[config.mk]
export PLATFORM = sky130hd
export DESIGN_NAME = machine_timer
export DESIGN_NICKNAME = d
export VERILOG_FILES = /design/src/rtl/timer_pkg.sv /design/src/rtl/tick_prescaler.sv /design/src/rtl/machine_timer.sv
export SDC_FILE = /design/constraint.sdc
export NUM_CORES = 1
export LEC_CHECK = 0
export CORE_MARGIN = 2
export CORE_UTILIZATION = 25
export DETAILED_ROUTE_END_ITERATION = 12
export GPL_TIMING_DRIVEN = 0
export PLACE_DENSITY = 0.49
export SLEW_MARGIN = 20
export SYNTH_ARGS = -nofsm -noshare
export SYNTH_HDL_FRONTEND = slang
export SYNTH_HIERARCHICAL = 1
export SYNTH_SLANG_ARGS = --single-unit
export TNS_END_PERCENT = 5
[constraint.sdc]
create_clock -name clk -period 7.2 [get_ports clk]
set_clock_uncertainty 0.1 [all_clocks]
set_input_delay 2.16 -clock clk [delete_from_list [all_inputs] [get_ports clk]]
set_output_delay 2.16 -clock clk [all_outputs]
set_load 0.02 [all_outputs]
[src/rtl/timer_pkg.sv]
// rtl/timer_pkg.sv - register offsets and register-select decode for machine_timer
package timer_pkg;

  localparam logic [15:0] MSIP_OFF        = 16'h0000;
  localparam logic [15:0] MTIMECMP_LO_OFF = 16'h4000;
  localparam logic [15:0] MTIMECMP_HI_OFF = 16'h4004;
  localparam logic [15:0] MTIME_LO_OFF    = 16'hBFF8;
  localparam logic [15:0] MTIME_HI_OFF    = 16'hBFFC;

  typedef enum logic [2:0] {
    REG_NONE,
    REG_MSIP,
    REG_CMP_LO,
    REG_CMP_HI,
    REG_TIME_LO,
    REG_TIME_HI
  } timer_reg_e;

  // Byte-lane bits are masked off so any offset within a word selects that word.
  function automatic timer_reg_e decode_reg(input logic [15:0] addr);
    logic [15:0] word;
    word = addr & 16'hFFFC;
    case (word)
      MSIP_OFF:        return REG_MSIP;
      MTIMECMP_LO_OFF: return REG_CMP_LO;
      MTIMECMP_HI_OFF: return REG_CMP_HI;
      MTIME_LO_OFF:    return REG_TIME_LO;
      MTIME_HI_OFF:    return REG_TIME_HI;
      default:         return REG_NONE;
    endcase
  endfunction

endpackage

[src/rtl/tick_prescaler.sv]
// rtl/tick_prescaler.sv - divides clk into one tick pulse every PRESCALE cycles
module tick_prescaler #(
  parameter int PRESCALE = 1
) (
  input  logic clk,
  input  logic reset,
  input  logic clear,
  output logic tick
);

  localparam int CW = (PRESCALE > 1) ? $clog2(PRESCALE) : 1;

  logic [CW-1:0] count;

  assign tick = (count == CW'(PRESCALE - 1));

  // A software write to mtime restarts the tick phase so the new value holds a full period.
  always_ff @(posedge clk) begin
    if (reset || clear || tick) begin
      count <= '0;
    end else begin
      count <= count + CW'(1);
    end
  end

endmodule

[src/rtl/machine_timer.sv]
// rtl/machine_timer.sv - CLINT-subset machine timer and software interrupt for one hart
// Optional tick prescaler enabled by defining TIMER_PRESCALER_EN.
module machine_timer
  import timer_pkg::*;
#(
  parameter int PRESCALE = 1
) (
  input  logic        clk,
  input  logic        reset,
  input  logic        req_valid,
  input  logic        req_write,
  input  logic [15:0] req_addr,
  input  logic [31:0] req_wdata,
  output logic        resp_valid,
  output logic [31:0] resp_rdata,
  output logic        resp_error,
  output logic        timer_interrupt,
  output logic        software_interrupt
);

  logic [63:0] mtime;
  logic [63:0] mtimecmp;
  logic        msip;
  logic        tick;
  timer_reg_e  sel;
  logic        wr_en;
  logic        time_wr;
  logic [31:0] rd_data;

  always_comb begin
    sel     = decode_reg(req_addr);
    wr_en   = req_valid && req_write;
    time_wr = wr_en && ((sel == REG_TIME_LO) || (sel == REG_TIME_HI));
  end

`ifdef TIMER_PRESCALER_EN
  tick_prescaler #(
    .PRESCALE(PRESCALE)
  ) u_tick_prescaler (
    .clk   (clk),
    .reset (reset),
    .clear (time_wr),
    .tick  (tick)
  );
`else
  assign tick = 1'b1;
`endif

  always_comb begin
    rd_data = '0;
    case (sel)
      REG_MSIP:    rd_data = {31'b0, msip};
      REG_CMP_LO:  rd_data = mtimecmp[31:0];
      REG_CMP_HI:  rd_data = mtimecmp[63:32];
      REG_TIME_LO: rd_data = mtime[31:0];
      REG_TIME_HI: rd_data = mtime[63:32];
      default:     rd_data = '0;
    endcase
  end

  // A half-word write to mtime replaces the tick for that cycle; the lo half never carries.
  always_ff @(posedge clk) begin
    if (reset) begin
      mtime <= '0;
    end else if (time_wr) begin
      if (sel == REG_TIME_LO) begin
        mtime[31:0] <= req_wdata;
      end else begin
        mtime[63:32] <= req_wdata;
      end
    end else if (tick) begin
      mtime <= mtime + 64'd1;
    end
  end

  always_ff @(posedge clk) begin
    if (reset) begin
      mtimecmp <= '1;
      msip     <= 1'b0;
    end else if (wr_en) begin
      case (sel)
        REG_MSIP:   msip            <= req_wdata[0];
        REG_CMP_LO: mtimecmp[31:0]  <= req_wdata;
        REG_CMP_HI: mtimecmp[63:32] <= req_wdata;
        default:    ;
      endcase
    end
  end

  always_ff @(posedge clk) begin
    if (reset) begin
      timer_interrupt <= 1'b0;
      resp_valid      <= 1'b0;
      resp_rdata      <= '0;
      resp_error      <= 1'b0;
    end else begin
      timer_interrupt <= (mtime >= mtimecmp);
      resp_valid      <= req_valid;
      resp_rdata      <= (req_valid && !req_write) ? rd_data : '0;
      resp_error      <= req_valid && (sel == REG_NONE);
    end
  end

  assign software_interrupt = msip;

endmodule

# After elaboration in Yosys (flattened, before gate mapping)

Index checks and enable logic that the tools add are counted.

Output and inout port bits: 36
Word-level logic and storage cells: 40
Bits in registers: 164
Bits of input ports: 52

Bitwise operators: 1
Add/subtract/negate cells: 1
Multiplexer cells: 5
Eq/ne operators: 11
Magnitude comparators: 1
Reduce and logical (&&, ||, !) cells: 12

Operator list:

| cell                  | count |
|---|---|
| $pmux 32 s5           | 1 |
| $add 64x1->64 const B | 1 |
| $ge 64x64->1          | 1 |
| $mux 32               | 2 |
| $mux 64               | 1 |
| $eq 14x13->1 const B  | 2 |
| $eq 14x14->1 const B  | 2 |
| $logic_not 16->1      | 1 |
| $pmux 3 s5            | 1 |
| $eq 3x2->1 const B    | 2 |
| $eq 3x3->1 const B    | 2 |
| $reduce_and 2->1      | 3 |
| $logic_and 1x1->1     | 4 |
| $eq 3x1->1 const B    | 1 |
| $logic_not 3->1       | 1 |
| $ne 2x1->1 const B    | 1 |
| $ne 2x2->1 const B    | 1 |
| $reduce_or 2->1       | 1 |
| $logic_not 1->1       | 1 |
| $logic_or 1x1->1      | 1 |
| $not 1->1             | 1 |

# Depth between registers and ports, before layout

Word-level depth: 6
Depth in mapped cells: 10
Depth with buffers taken out: 8

# Least setup slack after synthesis

No wires, ideal clock.

Path type: input to register
From: in req_addr[14]
To: reg mtime[36]
Setup time: 0.132 ns
Path buffers: 4
Stages on the path: 9
Slack: 3.135 ns
Arrival: 3.833 ns
Required time: 6.968 ns
Cells stage by stage: buf_2 > nand3b_1 > or4_1 > clkbuf_1 > a211o_1 > clkbuf_1 > buf_2 > o311ai_0 > a21oi_1

Longest elaborated chain between the ends: 6
Elaborated cells between the ends (all ways): 12
Those cells by class: eq/ne (7); mux (2); reduce/logical (3)

RTL lines:

| item                                            | RTL line                                 | source |
|---|---|---|
| start: declaration                              | machine_timer.sv:12                      | `input logic [15:0] req_addr,` |
| $eq 14x14->1 (tied with other cells)            | timer_pkg.sv:23                          | `case (word)` |
| $pmux 3 s5 *                                    | timer_pkg.sv:23                          |  |
| $eq 3x3->1, on equally long branches            | machine_timer.sv:33, machine_timer.sv:66 |  |
| $logic_or 1x1->1                                | machine_timer.sv:33                      | `time_wr = wr_en && ((sel == REG_TIME_LO) \|\| (sel == REG_TIME_HI));` |
| $logic_and 1x1->1                               | machine_timer.sv:33                      |  |
| $ne 2x2->1 (no line) or $mux 64 (tied branches) | --                                       |  |
| end signal: assignment                          | machine_timer.sv:69                      | `mtime[63:32] <= req_wdata;` |
| end signal: assignment                          | machine_timer.sv:72                      | `mtime <= mtime + 64'd1;` |
| end: declaration                                | machine_timer.sv:21                      | `logic [63:0] mtime;` |

Every way passes the cells marked *; elsewhere a longest branch is shown, timed or not.
A chain may end at the register's enable or synchronous reset.

# Worst setup path in the final report

From: in req_addr[9]
To: reg mtime[54]

Same word-level chain as after synthesis.

==> summary.md <==
| Metric | Value |
|---|---|
| Post-synth top flop | dfxtp_1 |
| Post-synth EDFFs | 0 |
| Rows | 70 |
| Critical Path AT | 5.52 ns |
| Yosys top cell area share | 35.0% |
| Share of layout cells above drive strength 1 | 8.53% |
| Area grow syn2layout | 21.4% |
| Synth Area in Adders | 8.67% |
| Post-CTS Hold Fix Bufs | 0 |
| DP Wirelength | 28.6 mm |
| Number of global-route vias before repair | 9431 |
| Root Buffer | clkbuf_16 |
| MaxCap Viol Count | 0 |
| Mux contribution to synthesized area | 5.58% |
| VDD IR-drop max | 161 µV |
| Post-CTS Setup Bufs | 0 |
| RSZ-0062 raised after global routing | no |
| DR WL/cell | 22.2 µm |
| DRT Pass-1 Iters | 8 |
| Pwr per Cell Area | 170 nW/µm² |
| Vias/cell | 5.51 |
| Filler cells | 3916 |
| Final setup fails | 0 |
| Initial antenna violation count | 0 |
| Slew HR | 19.8% |
| Overall die height | 198 µm |
| Routed wire length | 37.9 mm |
| FMAX | 191 MHz |
| CORE AREA | 36800 µm² |
| Mapped Area | 9380 µm² |
| Share of the yosys chip area belonging to registers | 35.0% |
| Synth unique cells | 68 |
| Ports | 88 |
| Area leader, netlist | dfxtp_1 |
| Final ANT Viol Nets | 0 |
| Final core occ | 31.0% |
| Post_cts resized | 0 |
| Post-synth top cells | dfxtp_1 (164), nand2_1 (157), o211ai_1 (83), nor2_1 (77), inv_1 (72) |
| First-pass GRT wire length | 57.9 mm |
| CP Class | primary input to flip-flop |
| CP cell instances | clkdlybuf4s50_1, nand4_1, nor4_1, buf_2, a21boi_1, nor2_2, clkbuf_1, nand2_1, a31oi_1 |
| Synth warn | 6 |
| Setup_tns | 0 ns |
| Leak pwr | 4.49 nW |
| Total GRT Usage | 19.6% |
| Routed via count | 9428 |
| FF/Latch Area | 3280 µm² |
| Grt ovf | 0 |
| Combinational Power Share | 4.6% |
| Mapped Cells | 1127 |
| Hold/Removal Path Class | flip-flop to flip-flop |
| Worst path top cell family by delay | buffers and inverters |
| Register bit total from synthesis | 164 |
| Power Internal | 0.00145 W |
| Simple-gate share of the synthesized area | 22.5% |
| Post-Synth XOR/XNOR Area | 1.03% |
| Tmin final | 5.25 ns |
| Top-count cell post-synth | dfxtp_1 |
| Switching power | 0.000486 W |
| Initial Util | 25.5% |
| CTS tree | done |
| Drt drc | 0 |
| Port buffer count | 83 |
| CTS Buffer Depth | 2 |
| CTS buffer count | 17 |
| ANT cells | 0 |
| Startpoint Class | primary input |
| Outcome | complete, no violations |
| Fraction of registers with async set/reset | 0% |
| WP buf/inv | 3 |
| CTS H-Tree Depth | 4 |
| GPL Wtd Cong | 0.974 |
| Largest net degree at the start of global routing | 17 |
| Syn nets | 1244 |
| Initial DRC count | 752 |
| Part of the cycle the worst path needs | 72.9% |
| Multi-input logic area | 5540 µm² |
| Hold Violations, Final | 0 |
| CP required | 7.47 ns |
| Die Wd | 198 µm |
| Clock Power Share | 48.5% |
| Clock sinks | 164 |
| Seq pwr share | 46.9% |
| Switching share of power | 25.1% |
| Dominant cells by area after synthesis | dfxtp_1 (35%), ha_1 (8.7%), o211ai_1 (6.6%), nand2_1 (6.3%), mux2_2 (4.3%) |
| CP peak stage delay | 0.63 ns |
| Clk_lat worst skew | 0.45 ns |
| Syn_area_per_cell | 8.32 µm² |
| Final #Nets | 1346 |
| Largest family of logic cells by synthesized area | simple AND/OR/NAND/NOR gates |
| Crit. End Element | flip-flop |
| Critical-path maximum fanout | 10 |
| Max Slew Vio Count | 0 |
| Worst-margin pin slew | 1.19 ns |
| Critical Path Slowest Stage Cell | nor2_2 |
| Die ar. | 39100 µm² |
| Complex-gate fraction of the synthesized area | 21.2% |
| Clock-pin slew on the worst setup and hold paths | 0.07 ns |
-- registers in the layout (all words and copies together) (netlist names) --
name / cells
mtime: 64
mtimecmp: 64
resp_rdata: 32
resp_error: 1
resp_valid: 1
software_interrupt: 1
timer_interrupt: 1
-- tightest hold or removal path: cells and delay by family, from the launching register on --
family	cells	cell delay, ns
flops	1	0.33
compound gates	1	0.06
simple gates	1	0.08
-- per-layer routing --
layer  global-route usage [%]  part of all wire, %  up-vias
li1                         -                    -     4420
met1                     26.6                   46     4607
met2                     31.4                   45      343
met3                     3.37                  6.3       58
met4                     6.68                  2.7        0
met5                        0                    0        -
-- path summary, 6_finish.rpt --
check / from / endpoint / slack (ns) / cells after the start
worst min-delay path: mtimecmp[48]$_SDFFE_PP1P_ / resp_rdata[16]$_SDFF_PP0_ / 0.41 / 2
worst max-delay path: req_addr[9] / mtime[54]$_SDFFE_PP0P_ / 1.95 / 9
worst min register to register: mtimecmp[48]$_SDFFE_PP1P_ / resp_rdata[16]$_SDFF_PP0_ / 0.41 / 2
worst max register to register: mtime[36]$_SDFFE_PP0P_ / timer_interrupt$_SDFF_PP0_ / 4.04 / 7
-- layout by cell type, fill, tap and decap left out, drive strengths merged, types with 3 or more instances in the layout --
cell	Yosys	final
ha	65	65
o211ai	83	83
and3	17	17
a31oi	32	32
o21ai	25	25
dfxtp	164	164
clkinv	0	5
xnor2	5	5
clkdlybuf4s50	0	83
nand4	42	42
xor2	6	6
nor4	11	11
a222oi	31	31
a41oi	4	4
mux2i	5	5
a2bb2oi	4	4
o311ai	4	4
clkbuf	46	66
nand3	35	35
a311oi	3	3
a21oi	53	53
nor2	78	78
or3	14	14
or4	6	6
buf	24	24
a221oi	6	6
mux2	42	42
nand2	158	158
or4b	3	3
nand2b	3	3
and2	5	5
inv	72	76
or2	4	4
a32oi	5	5
and4	11	11
nor3	25	25
a211oi	11	11
a22oi	5	5
-- layout make-up --
type                    instances  share of cell area, %
clock buffers                  20                   4.10
clock inverters                12                   1.05
inverters                      72                   2.37
well taps                     468                   5.14
multi-input cells             821                   48.6
plain buffers                  70                   2.58
repair buffers                 83                   7.29
flip-flops and latches        164                   28.8
-- power by group through the flow --
stage	registers [W]	logic (W)	clock network, W
after floorplan	0.000932	0.0000278	0
after global placement	0.000932	0.0000891	0
after detailed placement	0.000932	0.0000890	0
after CTS	0.000911	0.0000895	0.000957
after global routing	0.000911	0.0000941	0.000987
final	0.000911	0.0000896	0.000941
-- metrics by stage --
| step | hold WS (ns) | power (W) | std cells | worst slack [ns] | cell area [µm²] |
|---|---|---|---|---|---|
| finish | 0.410 | 0.00194 | 1710 | 1.95 | 11400 |
| detailed placement | 0.397 | 0.00102 | 1678 | 1.49 | 10800 |
| global route | 0.438 | 0.00199 | 1710 | 1.68 | 11400 |
| floorplan | 0.368 | 0.000960 | 1127 | 3.13 | 9380 |
| CTS | 0.415 | 0.00196 | 1710 | 1.95 | 11400 |
| global placement | 0.390 | 0.00102 | 1678 | 1.50 | 10800 |
-- cells by family (layout without fill, tap and decap cells) --
family                     after synthesis  count (layout)
AOI/OAI and AO/OA                      280             280
xor gates and xnor gates                11              11
adders and majority gates               65              65
buffers and inverters                  142             257
DFF                                    164             164
muxes                                   47              47
and+or+nand+nor                        418             418
Power figures use the tool's default switching activity.
